--- src/rtl/iz_loader_pkg.sv ---
// Shared definitions for the Izhikevich parameter loader: FSM encoding,
// error codes, field indices, default neuron parameters and the frame checksum.
package iz_loader_pkg;

    typedef enum logic [2:0] {
        ST_IDLE     = 3'd0,
        ST_ADDR     = 3'd1,
        ST_FIELD    = 3'd2,
        ST_CHK      = 3'd3,
        ST_COMMIT   = 3'd4,
        ST_WAIT_LOW = 3'd5
    } state_t;

    localparam logic [1:0] ERR_NONE   = 2'd0;
    localparam logic [1:0] ERR_CHKSUM = 2'd1;
    localparam logic [1:0] ERR_ADDR   = 2'd2;
    localparam logic [1:0] ERR_ABORT  = 2'd3;

    localparam int FIELD_A  = 0;
    localparam int FIELD_B  = 1;
    localparam int FIELD_C  = 2;
    localparam int FIELD_D  = 3;
    localparam int N_FIELDS = 4;

    // Defaults before fixed-point scaling: c = -(65 << shift), d = 2 << shift.
    localparam int DEF_A      = 1;
    localparam int DEF_B      = 13;
    localparam int DEF_C_BASE = 65;
    localparam int DEF_D_BASE = 2;

    function automatic logic [7:0] frame_checksum(
        input logic [7:0] addr,
        input logic [7:0] ra,
        input logic [7:0] rb,
        input logic [7:0] rc,
        input logic [7:0] rd
    );
        return addr + ra + rb + rc + rd;
    endfunction

endpackage

--- src/rtl/iz_param_scaler.sv ---
// Combinational mapping from the four raw 8-bit frame fields to the
// fixed-point Izhikevich a/b/c/d values.
module iz_param_scaler #(
    parameter int PARAM_W     = 16,
    parameter int SCALE_SHIFT = 6
) (
    input  logic [7:0]         raw_a_i,
    input  logic [7:0]         raw_b_i,
    input  logic [7:0]         raw_c_i,
    input  logic [7:0]         raw_d_i,
    output logic [PARAM_W-1:0] a_o,
    output logic [PARAM_W-1:0] b_o,
    output logic [PARAM_W-1:0] c_o,
    output logic [PARAM_W-1:0] d_o
);

    logic signed [8:0]  b_off;
    logic signed [8:0]  b_sh;
    logic        [6:0]  c_base;
    logic [PARAM_W-1:0] c_mag;

    assign a_o = {{(PARAM_W-5){1'b0}}, ({1'b0, raw_a_i[7:4]} + 5'd1)};

    // Re-centre b around zero before the arithmetic shift so it keeps its sign.
    assign b_off = $signed({1'b0, raw_b_i}) - 9'sd128;
    assign b_sh  = b_off >>> 2;
    assign b_o   = {{(PARAM_W-9){b_sh[8]}}, b_sh};

    assign c_base = {1'b0, raw_c_i[7:2]} + 7'd40;
    assign c_mag  = {{(PARAM_W-7){1'b0}}, c_base} << SCALE_SHIFT;
    assign c_o    = -c_mag;

    assign d_o = {{(PARAM_W-4){1'b0}}, raw_d_i[7:4]} << SCALE_SHIFT;

endmodule

--- src/rtl/iz_param_loader_multi.sv ---
// Serial configuration loader: receives addressed, checksummed frames and
// atomically commits scaled a/b/c/d to one neuron channel or all of them.
module iz_param_loader_multi
    import iz_loader_pkg::*;
#(
    parameter int N_NEURONS   = 4,
    parameter int ADDR_W      = 4,
    parameter int PARAM_W     = 16,
    parameter int SCALE_SHIFT = 6
) (
    input  logic                           clk,
    input  logic                           reset,
    input  logic                           enable,
    input  logic                           serial_data_in,
    input  logic                           load_enable,
    output logic [N_NEURONS*PARAM_W-1:0]   param_a_flat,
    output logic [N_NEURONS*PARAM_W-1:0]   param_b_flat,
    output logic [N_NEURONS*PARAM_W-1:0]   param_c_flat,
    output logic [N_NEURONS*PARAM_W-1:0]   param_d_flat,
    output logic                           busy,
    output logic                           load_done,
    output logic                           load_error,
    output logic [1:0]                     err_code,
    output logic [2:0]                     load_state
);

    localparam logic [PARAM_W-1:0] DEF_A_S = PARAM_W'(DEF_A);
    localparam logic [PARAM_W-1:0] DEF_B_S = PARAM_W'(DEF_B);
    localparam logic [PARAM_W-1:0] DEF_C_S = PARAM_W'(-(DEF_C_BASE << SCALE_SHIFT));
    localparam logic [PARAM_W-1:0] DEF_D_S = PARAM_W'(DEF_D_BASE << SCALE_SHIFT);
    localparam logic [ADDR_W-1:0]  BCAST   = '1;
    localparam logic [2:0]         ADDR_LAST = 3'(ADDR_W - 1);

    state_t              state_q, state_d;
    logic                le_prev_q;
    logic [ADDR_W-1:0]   addr_q, addr_d;
    logic [7:0]          shift_q, shift_d;
    logic [2:0]          bit_cnt_q, bit_cnt_d;
    logic [1:0]          field_cnt_q, field_cnt_d;
    logic [7:0]          raw_q [N_FIELDS];
    logic [7:0]          raw_d [N_FIELDS];
    logic                busy_q, busy_d;
    logic                done_q, done_d;
    logic                err_q, err_d;
    logic [1:0]          code_q, code_d;
    logic [PARAM_W-1:0]  pa_q [N_NEURONS];
    logic [PARAM_W-1:0]  pb_q [N_NEURONS];
    logic [PARAM_W-1:0]  pc_q [N_NEURONS];
    logic [PARAM_W-1:0]  pd_q [N_NEURONS];
    logic [PARAM_W-1:0]  pa_d [N_NEURONS];
    logic [PARAM_W-1:0]  pb_d [N_NEURONS];
    logic [PARAM_W-1:0]  pc_d [N_NEURONS];
    logic [PARAM_W-1:0]  pd_d [N_NEURONS];

    logic [PARAM_W-1:0]  sc_a, sc_b, sc_c, sc_d;
    logic                start;
    logic [7:0]          byte_in;
    logic [7:0]          chk_calc;
    logic                bcast;
    logic                in_range;

    iz_param_scaler #(
        .PARAM_W     (PARAM_W),
        .SCALE_SHIFT (SCALE_SHIFT)
    ) u_scaler (
        .raw_a_i (raw_q[FIELD_A]),
        .raw_b_i (raw_q[FIELD_B]),
        .raw_c_i (raw_q[FIELD_C]),
        .raw_d_i (raw_q[FIELD_D]),
        .a_o     (sc_a),
        .b_o     (sc_b),
        .c_o     (sc_c),
        .d_o     (sc_d)
    );

    assign start    = load_enable & ~le_prev_q;
    assign byte_in  = {shift_q[6:0], serial_data_in};
    assign chk_calc = frame_checksum(8'(addr_q), raw_q[FIELD_A], raw_q[FIELD_B],
                                     raw_q[FIELD_C], raw_q[FIELD_D]);
    assign bcast    = (addr_q == BCAST);
    assign in_range = (32'(addr_q) < 32'(N_NEURONS));

    always_comb begin
        state_d     = state_q;
        addr_d      = addr_q;
        shift_d     = shift_q;
        bit_cnt_d   = bit_cnt_q;
        field_cnt_d = field_cnt_q;
        raw_d       = raw_q;
        busy_d      = busy_q;
        done_d      = 1'b0;
        err_d       = 1'b0;
        code_d      = code_q;
        pa_d        = pa_q;
        pb_d        = pb_q;
        pc_d        = pc_q;
        pd_d        = pd_q;

        case (state_q)
            ST_IDLE, ST_WAIT_LOW: begin
                if (start) begin
                    state_d     = ST_ADDR;
                    busy_d      = 1'b1;
                    code_d      = ERR_NONE;
                    bit_cnt_d   = 3'd0;
                    field_cnt_d = 2'd0;
                end else if (state_q == ST_WAIT_LOW && !load_enable) begin
                    state_d = ST_IDLE;
                end
            end
            ST_ADDR, ST_FIELD, ST_CHK: begin
                if (!load_enable) begin
                    state_d = ST_IDLE;
                    busy_d  = 1'b0;
                    err_d   = 1'b1;
                    code_d  = ERR_ABORT;
                end else begin
                    shift_d   = byte_in;
                    bit_cnt_d = bit_cnt_q + 3'd1;
                    if (state_q == ST_ADDR) begin
                        addr_d = ADDR_W'({addr_q, serial_data_in});
                        if (bit_cnt_q == ADDR_LAST) begin
                            state_d   = ST_FIELD;
                            bit_cnt_d = 3'd0;
                        end
                    end else if (state_q == ST_FIELD) begin
                        if (bit_cnt_q == 3'd7) begin
                            raw_d[field_cnt_q] = byte_in;
                            field_cnt_d        = field_cnt_q + 2'd1;
                            if (field_cnt_q == 2'd3) state_d = ST_CHK;
                        end
                    end else if (bit_cnt_q == 3'd7) begin
                        state_d = ST_COMMIT;
                    end
                end
            end
            ST_COMMIT: begin
                // The received checksum byte is still sitting in shift_q here.
                state_d = ST_WAIT_LOW;
                busy_d  = 1'b0;
                if (chk_calc != shift_q) begin
                    err_d  = 1'b1;
                    code_d = ERR_CHKSUM;
                end else if (!bcast && !in_range) begin
                    err_d  = 1'b1;
                    code_d = ERR_ADDR;
                end else begin
                    done_d = 1'b1;
                    for (int i = 0; i < N_NEURONS; i++) begin
                        if (bcast || 32'(addr_q) == 32'(i)) begin
                            pa_d[i] = sc_a;
                            pb_d[i] = sc_b;
                            pc_d[i] = sc_c;
                            pd_d[i] = sc_d;
                        end
                    end
                end
            end
            default: state_d = ST_IDLE;
        endcase
    end

    always_ff @(posedge clk or posedge reset) begin
        if (reset) begin
            state_q     <= ST_IDLE;
            le_prev_q   <= 1'b0;
            addr_q      <= '0;
            shift_q     <= '0;
            bit_cnt_q   <= '0;
            field_cnt_q <= '0;
            busy_q      <= 1'b0;
            done_q      <= 1'b0;
            err_q       <= 1'b0;
            code_q      <= ERR_NONE;
            for (int f = 0; f < N_FIELDS; f++) raw_q[f] <= '0;
            for (int i = 0; i < N_NEURONS; i++) begin
                pa_q[i] <= DEF_A_S;
                pb_q[i] <= DEF_B_S;
                pc_q[i] <= DEF_C_S;
                pd_q[i] <= DEF_D_S;
            end
        end else if (enable) begin
            state_q     <= state_d;
            le_prev_q   <= load_enable;
            addr_q      <= addr_d;
            shift_q     <= shift_d;
            bit_cnt_q   <= bit_cnt_d;
            field_cnt_q <= field_cnt_d;
            busy_q      <= busy_d;
            done_q      <= done_d;
            err_q       <= err_d;
            code_q      <= code_d;
            raw_q       <= raw_d;
            pa_q        <= pa_d;
            pb_q        <= pb_d;
            pc_q        <= pc_d;
            pd_q        <= pd_d;
        end
    end

    for (genvar gi = 0; gi < N_NEURONS; gi++) begin : g_flat
        assign param_a_flat[gi*PARAM_W +: PARAM_W] = pa_q[gi];
        assign param_b_flat[gi*PARAM_W +: PARAM_W] = pb_q[gi];
        assign param_c_flat[gi*PARAM_W +: PARAM_W] = pc_q[gi];
        assign param_d_flat[gi*PARAM_W +: PARAM_W] = pd_q[gi];
    end

    assign busy       = busy_q;
    assign load_done  = done_q;
    assign load_error = err_q;
    assign err_code   = code_q;
    assign load_state = state_q;

endmodule

--- config.mk ---
export PLATFORM = sky130hd
export DESIGN_NAME = iz_param_loader_multi
export DESIGN_NICKNAME = d
export VERILOG_FILES = /design/src/rtl/iz_loader_pkg.sv /design/src/rtl/iz_param_scaler.sv /design/src/rtl/iz_param_loader_multi.sv
export SDC_FILE = /design/constraint.sdc
export NUM_CORES = 1
export LEC_CHECK = 0
export CAP_MARGIN = 15
export CORE_MARGIN = 8
export CORE_UTILIZATION = 51
export CTS_BUF_LIST = sky130_fd_sc_hd__clkbuf_16
export CTS_CLUSTER_SIZE = 10
export DETAILED_ROUTE_END_ITERATION = 6
export GPL_ROUTABILITY_DRIVEN = 0
export GPL_TIMING_DRIVEN = 0
export PLACE_DENSITY = 0.86
export SLEW_MARGIN = 0
export SYNTH_ARGS = -nofsm -noshare
export SYNTH_HDL_FRONTEND = slang
export SYNTH_SLANG_ARGS = --single-unit
--- constraint.sdc ---
create_clock -name clk -period 12.2 [get_ports clk]
set_input_delay 2.44 -clock clk [delete_from_list [all_inputs] [get_ports clk]]
set_output_delay 2.44 -clock clk [all_outputs]
set_load 0.03 [all_outputs]
# Yosys cells after proc, flatten, opt, wreduce, memory -nomap -nowiden
# Cells that the tools add are included.
[totals] ff_bits=186 inputBits=5 output_inout_bits=264 word_cells=139
[op_classes] n_addsub=10 order_cmp=3 eq_ne=24 muxes=38 bitwise=6 n_reduce_logical=28
[ops] op="$mux W3" n=13
[ops] op="$bwmux W32" n=1
[ops] op="$reduce_and A5 Y1" n=6
[ops] op="$add A8 B8 Y8" n=3
[ops] op="$demux W8 S2" n=1
[ops] op="$mux W2" n=8
[ops] op="$neg A13 Y16" n=1
[ops] op="$ne A2 B2 Y1 const B" n=6
[ops] op="$reduce_and A4 Y1" n=3
[ops] op="$eq A3 B2 Y1 const B" n=3
[ops] op="$eq A3 B3 Y1 const B" n=3
[ops] op="$pmux W3 S3" n=1
[ops] op="$sub A8 B8 Y9 const B" n=1
[ops] op="$add A4 B8 Y8" n=1
[ops] op="$eq A4 B2 Y1 const B" n=2
[ops] op="$mux W1" n=8
[ops] op="$mux W8" n=1
[ops] op="$ne A4 B4 Y1 const B" n=2
[ops] op="$ne A8 B8 Y1" n=1
[ops] op="$add A6 B6 Y7 const B" n=1
[ops] op="$reduce_and A7 Y1" n=1
[ops] op="$ne A3 B3 Y1 const B" n=2
[ops] op="$pmux W2 S3" n=1
[ops] op="$pmux W3 S2" n=1
[ops] op="other kinds (28)" n=38

# Longest topological paths before layout
# Gate-level depths: netlist (run 1).
[depth] depth_word=7 mapped_depth=14 depth_no_buf=13

# Cells and area by module
# A second synthesis (run 1) with hierarchy kept.
[unflattened] hier_cells=914 hier_area_um2=14097.3
[modules_own_cells] module="iz_param_loader_multi" instances=1 cells_per_inst=832 area_per_inst_um2=13496.7 seq_area_each_um2=7927.6
[modules_own_cells] module="iz_param_scaler" instances=1 cells_per_inst=82 area_per_inst_um2=600.6 seq_area_each_um2=0.0

# Worst setup path after synthesis (run 1)
# No wires, ideal clock.
[synth_timing] path_type="reg-to-reg" startpoint="register addr_q[1]" endpoint="register pa_q (netlist bit param_a_flat[17])" setup_ps=125 arrival_time_ps=4387 required_time_ps=12075 path_slack_ps=7688 path_stages_with_launch=15 path_buffers=1 period_less_slack_ps=4512 cell_sequence="dfrtp_1 -> fa_1 -> fa_1 -> fa_1 -> ha_1 -> inv_1 -> fa_1 -> nand2b_1 -> a21oi_1 -> a31oi_1 -> xnor2_1 -> nand3_4 -> nor4_4 -> buf_6 -> mux2_4"
[synth_between] elab_chain_len=7
[synth_lines] item="from (decl)" line="iz_param_loader_multi.sv:36" source="logic [ADDR_W-1:0] addr_q, addr_d;"
[synth_lines] item="from (signal assigned)" line="iz_param_loader_multi.sv:185" source="addr_q <= addr_d;"
[synth_lines] item="$add A4 B8 Y8" line="iz_loader_pkg.sv:38" source="return addr + ra + rb + rc + rd;"
[synth_lines] item="$add A8 B8 Y8 (3 in a row)" line="iz_loader_pkg.sv:38"
[synth_lines] item="$ne A8 B8 Y1" line="iz_param_loader_multi.sv:141" source="if (chk_calc != shift_q) begin"
[synth_lines] item="$not A1 Y1 (no source line)"
[synth_lines] item="$reduce_and A5 Y1 (no source line) *"
[synth_lines] item="to (signal assigned)" line="iz_param_loader_multi.sv:194" source="pa_q <= pa_d;"
[synth_lines] item="to (decl)" line="iz_param_loader_multi.sv:46" source="logic [PARAM_W-1:0] pa_q [N_NEURONS];"
# Every way passes the cells marked *; elsewhere a longest branch is shown, timed or not.
# A chain may end at the register's enable or synchronous reset.

# Worst setup path after layout (run 1)
[layout_timing] startpoint="register addr_q[1]" endpoint="register pb_q (netlist bit param_b_flat[33])"
[layout_between] elab_chain_len=7
[layout_lines] item="$add A4 B8 Y8" line="iz_loader_pkg.sv:38"
[layout_lines] item="$add A8 B8 Y8 (3 in a row)" line="iz_loader_pkg.sv:38"
[layout_lines] item="$ne A8 B8 Y1" line="iz_param_loader_multi.sv:141"
[layout_lines] item="$not A1 Y1 (no source line)"
[layout_lines] item="$reduce_and A5 Y1 (no source line) *"
[layout_lines] item="to (signal assigned)" line="iz_param_loader_multi.sv:195" source="pb_q <= pb_d;"
[layout_lines] item="to (decl)" line="iz_param_loader_multi.sv:47" source="logic [PARAM_W-1:0] pb_q [N_NEURONS];"
# Marked as above.

==> results of run 1 <==
==> cell type report <==
type,count,area [um^2]
well taps,220,275
clock buffers,18,450
repair buffers,153,1550
flip-flops and latches,158,4020
clock inverters,14,104
fillers,1161,5140
plain buffers,171,1260
inverters,41,159
multi-input cells,450,3680
==> layout by cell type, fill, tap and decap left out, types with 8 or more instances in the layout <==
| cell type | n |
|---|---|
| nand2_1 | 26 |
| fa_1 | 17 |
| mux2i_1 | 17 |
| inv_1 | 43 |
| ha_1 | 20 |
| clkdlybuf4s50_1 | 152 |
| dfstp_2 | 56 |
| nor2_1 | 17 |
| dfrtp_1 | 102 |
| xnor2_1 | 20 |
| buf_4 | 158 |
| clkbuf_16 | 18 |
| clkbuf_1 | 8 |
| mux2_4 | 30 |
| conb_1 | 116 |
| mux2_2 | 89 |
| o21ai_0 | 26 |
==> kinds of logic after synthesis <==
kind of cell | count (synthesis) | share of synthesized area (%)
other cells | 1 | 0.0432
fa+ha+maj | 38 | 6.91
xor+xnor | 26 | 2.62
simple gates | 82 | 5.37
flops | 158 | 46.3
compound gates | 52 | 3.73
buf+inv | 212 | 16.3
mux | 136 | 18.7
==> report_power, final <==
| group | total, W | switching [W] | internal (W) |
|---|---|---|---|
| clock | 0.000495 | 0.000207 | 0.000288 |
| sequential | 0.000661 | 0.0000693 | 0.000591 |
| combinational | 0.000542 | 0.000313 | 0.000229 |
| total | 0.00170 | 0.000590 | 0.00111 |
==> metrics by stage <==
stage / area (um^2) / worst slack (ps) / utilization, % / power, W / hold WS, ps
4_1_cts: 11500 / 7100 / 69.1 / 0.00171 / 467
2_1_floorplan: 9120 / 5590 / - / 0.00104 / 454
3_5_place_dp: 10900 / 6780 / 65.8 / 0.00120 / 455
6_report: 11500 / 7100 / 69.1 / 0.00170 / 465
3_3_place_gp: 10900 / 3510 / 65.6 / 0.00119 / 453
5_1_grt: 11500 / 6850 / 69.1 / 0.00178 / 491
==> flip-flops by register name, indices dropped and copies added, names as in the netlist <==
name and cells:
shift_q 8, load_state 3, load_done 1, le_prev_q 1
param_a_flat 20, bit_cnt_q 3, param_d_flat 16, raw_q 32
addr_q 4, param_c_flat 40, load_error 1, field_cnt_q 2
param_b_flat 24, busy 1, err_code 2
==> worst paths after layout <==
check	to	slack (ps)
max in group asynchronous	param_d_flat[55]	8880
worst max-delay path	param_b_flat[33]	7100
worst max register to register	param_b_flat[33]	7100
min in group asynchronous	param_b_flat[17]	2460
worst min register to register	param_c_flat[31]	470
worst min-delay path	param_c_flat[31]	470
==> worst max-delay path, delay by kind of cell, from the launching register on <==
family	cells	cell delay, ps
simple gates	3	1070
compound gates	2	370
mux	1	310
xor+xnor	1	290
fa+ha+maj	5	2110
flops	1	490
buf+inv	2	330
==> layer usage <==
layer	track usage, %	part of all wire, %
met5	0	0
met4	4.95	0.85
met3	6.24	7.0
met2	34.7	52
met1	22.9	40
==> results.py, run 1 <==
metrics = {
    "logic_synthesis": {
        "synth_unique_cells": 49,
        "synth_top_flop_cell": "dfrtp_1",
        "seq_area_frac_synth_pct": 46.3,
        "synth.cell_area_um2": 8690,
        "synth.avg_cell_area_um2": 12.3,
        "synth.largest_area_cell": "dfrtp_1",
        "synth_top_cells_by_count": "buf_4, dfrtp_1, mux2_2, dfstp_2, inv_1",
        "synth_edf_count": 0,
        "post-synth-top-count-cell": "buf_4",
        "synth-async-reset-ratio_pct": 100,
        "cells_after_synthesis": 705,
        "synth.yosys.warnings": 0,
        "yosysTopAreaCellShare_pct": 29.4,
        "synth_area_leaders": "dfrtp_1, dfstp_2, buf_4, mux2_2, mux2_4",
        "ys_seq_elements": 158,
    },
    "sta": {
        "grt_setup_unrepaired": "false",
        "post-route-period-util_pct": 41.8,
        "period_minus_slack_ps": 5100,
        "tns_ps": 0,
        "worst-slew-pin-transition_ps": 759,
        "finalClockSkew_ps": 8.22,
        "max_freq_mhz": 196,
        "max_slew_margin_pct": 48.9,
        "final_setup_viols": 0,
        "hold_violations": 0,
        "final_slew_viol_count": 0,
    },
    "final_layout": {
        "stdcell_count": 1225,
        "design.final.nets": 1034,
        "synthToLayoutAreaGrowth_pct": 32.4,
        "drive_gt1_share_pct": 37.4,
        "antenna_cells_inserted": 0,
    },
    "detailed_routing": {
        "vias": 5660,
        "routed_wire_per_std_cell_um": 17.2,
        "antenna_left": 0,
        "route.detailed.drc": 0,
        "drtIter0Drc": 278,
        "vias_per_cell": 4.62,
        "routed_wl_um": 21100,
        "drt_pre_antenna_iters": 5,
    },
    "global_routing": {
        "antenna_found_initial": 0,
        "global_route.usage.total_pct": 19.8,
        "via_count_of_the_first_global_routing_pass": 5886,
        "grt_first_pass_wirelength_um": 33800,
        "grt_start_max_net_pins": 100,
        "gr-total-overflow": 0,
    },
    "clock_tree": {
        "clkLatencyLatePin_ps": 420,
        "cts.repair.resized": 0,
        "numCtsBuffers": 17,
        "cts.htree.levels": 4,
        "cts_hold_repair.buffers": 0,
        "max-clock-path-buffers": 2,
        "library_cell_used_as_clock_root_buffer": "clkbuf_16",
        "clkSinkCount": 158,
        "tritoncts": "done",
        "worst_setup_hold_path_clk_slew_ps": 60,
        "cts_setup_buffers": 0,
    },
    "worst_setup_path": {
        "arrival_ps": 5410,
        "worst_setup_path_startpoint": "addr_q[1]",
        "endpoint_kind": "flop",
        "startpoint_type": "flop",
        "timing.critical_path.required_ps": 12500,
        "worstSetupPathType": "reg2reg",
        "timing.critical_path.mode_cell": "fa_1",
        "timing.critical_path.slowest_cell_delay_ps": 690,
        "cell_chain_of_the_critical_path": "fa_1 > fa_1 > fa_1 > ha_1 > inv_1 > fa_1 > nand2b_1 > a21oi_1 > a31oi_1 > xnor2_1 > nand3_4 > nor4_4 > buf_6 > mux2_4",
        "timing.reg2reg.worst_path_depth": 14,
        "timing.rr.start": "addr_q[1]",
        "crit_path_max_fanout": 10,
        "slowest_stage": "nor4_4",
    },
    "floorplan": {
        "die-width_um": 147,
        "dieArea_um2": 21500,
        "core.rowCount": 47,
        "floorplan.initialDensity_pct": 52.2,
        "die-height_um": 147,
        "top_level_ports": 269,
        "fp.coreArea_um2": 16600,
    },
    "hold_path": {
        "holdCritStartpoint": "param_c_flat[31]",
        "worst_hold_path.num_cells": 2,
        "holdCritPathClass": "reg2reg",
    },
    "placed_design": {
        "post-place-cells": 1193,
        "detailedPlacementHpwl_um": 16200,
        "place.port_buffers": 152,
    },
    "power_and_ir_drop": {
        "pwr_density_cell_nw_per_um2": 148,
        "worst_ir_drop_vdd_v": 0.000176,
        "power.static_leakage_nw": 5.63,
    },
    "outcome": {
        "result_of_the_run": "completed",
    },
    "job": {
        "drv.max_cap_violation_count": 0,
    },
}
Power figures use the tool's default switching activity.
==> inputs of run 2 (changes only) <==
--- a/config.mk
+++ b/config.mk
@@ -7,13 +7,13 @@
 export LEC_CHECK = 0
 export CAP_MARGIN = 15
 export CORE_MARGIN = 8
-export CORE_UTILIZATION = 51
+export CORE_UTILIZATION = 48
 export CTS_BUF_LIST = sky130_fd_sc_hd__clkbuf_16
 export CTS_CLUSTER_SIZE = 10
 export DETAILED_ROUTE_END_ITERATION = 6
 export GPL_ROUTABILITY_DRIVEN = 0
 export GPL_TIMING_DRIVEN = 0
-export PLACE_DENSITY = 0.86
+export PLACE_DENSITY = 0.82
 export SLEW_MARGIN = 0
 export SYNTH_ARGS = -nofsm -noshare
 export SYNTH_HDL_FRONTEND = slang
==> constraint.sdc (replaced) <==
create_clock -name clk -period 4.7 [get_ports clk]
set_input_delay 0.94 -clock clk [delete_from_list [all_inputs] [get_ports clk]]
set_output_delay 0.94 -clock clk [all_outputs]
set_load 0.03 [all_outputs]
==> run 2 against run 1 <==
  * Via count rose by 0.35%
  * Clock skew up 3.0 ps
  * Hold slack better by 1.0 ps
  * Final cell count increased by 2.1%
  * Sequential share of layout area fell by 0.56 points
  * Critical path type unchanged
  * Largest cell class unchanged
  * Largest power group unchanged
  * Highest routed layer unchanged
==> results.py, run 2 (same netlist as run 1, synthesis figures left out) <==
metrics = {
    "outcome": {
        "result_of_the_run": "completed",
    },
    "clock_tree": {
        "clkLatencyLatePin_ps": 430,
        "cts_hold_repair.buffers": 0,
        "numCtsBuffers": 17,
        "worst_setup_hold_path_clk_slew_ps": 70,
        "cts.htree.levels": 4,
        "tritoncts": "done",
        "library_cell_used_as_clock_root_buffer": "clkbuf_16",
        "max-clock-path-buffers": 2,
        "clkSinkCount": 158,
    },
    "power_and_ir_drop": {
        "internal_power_w": 0.00287,
        "seq_power_share_pct": 38.5,
        "part_of_the_total_power_dissipated_in_combinational_logic_pct": 32.8,
        "pwr_density_cell_nw_per_um2": 377,
        "worst_ir_drop_vdd_v": 0.000402,
        "power_frac_clock_pct": 28.7,
        "net-switching-power_w": 0.00154,
        "switching_portion_of_total_power_pct": 34.9,
        "report.power.total_w": 0.00441,
        "power.static_leakage_nw": 5.74,
    },
    "floorplan": {
        "fp.coreArea_um2": 17800,
        "die-height_um": 151,
        "top_level_ports": 269,
        "core.rowCount": 49,
        "floorplan.initialDensity_pct": 48.7,
        "dieArea_um2": 22700,
        "die-width_um": 151,
    },
    "final_layout": {
        "drive_gt1_share_pct": 39.1,
        "multiInputGateArea_um2": 3680,
        "register_area_um2": 4030,
        "n_fill_cell": 1330,
        "design.final.nets": 1051,
        "largest_reg_flops": 40,
        "most_common_cell_after_layout_fill_and_taps_aside": "buf_4",
        "layout_common_cells": "buf_4, clkdlybuf4s50_1, conb_1, dfrtp_1, mux2_2",
        "antenna_cells_inserted": 0,
        "final_cell_area_um2": 11700,
        "synthToLayoutAreaGrowth_pct": 34.7,
    },
    "global_routing": {
        "grt_start_max_net_pins": 46,
        "via_count_of_the_first_global_routing_pass": 5849,
        "antenna_found_initial": 0,
        "gr-total-overflow": 0,
        "global_route.usage.total_pct": 18.6,
        "grt_first_pass_wirelength_um": 33000,
    },
    "worst_setup_path": {
        "timing.reg2reg.worst_path_depth": 16,
        "startpoint_type": "flop",
        "timing.rr.start": "addr_q[1]",
        "crit_path_max_fanout": 10,
        "timing.critical_path.required_ps": 5000,
        "endpoint_kind": "flop",
        "arrival_ps": 4870,
        "worstSetupPathType": "reg2reg",
        "worst_setup_path_startpoint": "addr_q[1]",
    },
    "sta": {
        "setup_ws_ps": 137,
        "finalClockSkew_ps": 11.2,
        "final_setup_viols": 0,
        "fin_hold_ws_ps": 466,
        "hold_violations": 0,
        "period_minus_slack_ps": 4560,
        "max_slew_margin_pct": 42.1,
        "final_slew_viol_count": 0,
        "worst-slew-pin-transition_ps": 867,
        "post-route-period-util_pct": 97.1,
        "max_freq_mhz": 219,
    },
    "detailed_routing": {
        "routed_wl_um": 21300,
        "routed_wire_per_std_cell_um": 17.0,
        "antenna_left": 0,
        "drt_pre_antenna_iters": 4,
        "route.detailed.drc": 0,
        "drtIter0Drc": 272,
        "vias": 5680,
        "vias_per_cell": 4.54,
    },
    "job": {
        "drv.max_cap_violation_count": 0,
    },
    "placed_design": {
        "place.port_buffers": 152,
        "detailedPlacementHpwl_um": 16300,
        "dpl_worst_slack_ps": -511,
        "dpl-instance-area_um2": 11000,
    },
    "hold_path": {
        "holdCritStartpoint": "param_c_flat[61]",
        "worst_hold_path.num_cells": 2,
        "holdCritPathClass": "reg2reg",
    },
}
run 2: changes by cell type in the layout (fill, tap and decap cells not counted), moves of 2 or more:
cell and change:
dfrtp_2 +3, clkbuf_1 -2, clkinv_1 -2, buf_12 +6, dfrtp_1 -3, inv_1 +2, buf_4 +10
run 2: final cells by class:
class / instances / area share (%)
Buffer: 171 / 11.2
Tap cell: 229 / 2.45
Clock buffer: 17 / 3.64
Sequential cell: 158 / 34.4
Timing Repair Buffer: 170 / 14.6
Inverter: 41 / 1.35
Clock inverter: 15 / 0.930
Multi-Input combinational cell: 450 / 31.5
run 2: routing by layer:
layer / global-route usage, % / up-vias / wire, um
li1: - / 2702 / -
met1: 21.5 / 2765 / 8010
met2: 33.6 / 198 / 11300
met3: 5.26 / 15 / 1820
met4: 4.10 / 0 / 150
met5: 0 / - / 0
run 2: final timing paths:
| check | end | slack [ps] |
|---|---|---|
| min in group asynchronous | param_b_flat[17] | 1040 |
| max in group asynchronous | param_d_flat[23] | 2660 |
| min | param_c_flat[61] | 470 |
| max | param_a_flat[17] | 140 |
| min reg2reg | param_c_flat[61] | 470 |
| max reg2reg | param_a_flat[17] | 140 |
run 2: power groups by stage:
stage	Combinational, W	Clock (W)	Sequential, W
4_1_cts	0.00143	0.00129	0.00170
3_3_place_gp	0.00136	0	0.00173
2_1_floorplan	0.000847	0	0.00185
5_1_grt	0.00156	0.00136	0.00172
6_report	0.00145	0.00127	0.00170
3_5_place_dp	0.00140	0	0.00173
run 2: timing repair:
action | in CTS | in global routing
pin swaps | 6 | 5
resized for setup | 7 | 14
endpoints found under the hold margin | 0 | 0
endpoints found under the setup margin | 94 | 80
buffers inserted | 11 | 4
run 2: metrics by stage:
step / std cells / TNS, ps / utilization [%]
3_5_place_dp: 1204 / -27110 / 61.6
4_1_cts: 1247 / -59.1 / 65.2
5_1_grt: 1251 / -47.6 / 65.6
6_report: 1251 / 0 / 65.6
2_1_floorplan: 820 / 0 / -
3_3_place_gp: 1201 / -17440 / 61.3
run 2: worst max-delay path: stages (launching register included):
cell and delay [ps]:
dfrtp_2 420, fa_1 560, fa_1 440, fa_1 520, ha_1 170, inv_1 70, fa_2 350, nand2b_1 160
a21oi_2 190, xnor2_1 110, nor4_2 240, buf_4 160, nand3_4 130, nor4_4 240, buf_4 190, buf_12 170
mux2_4 320
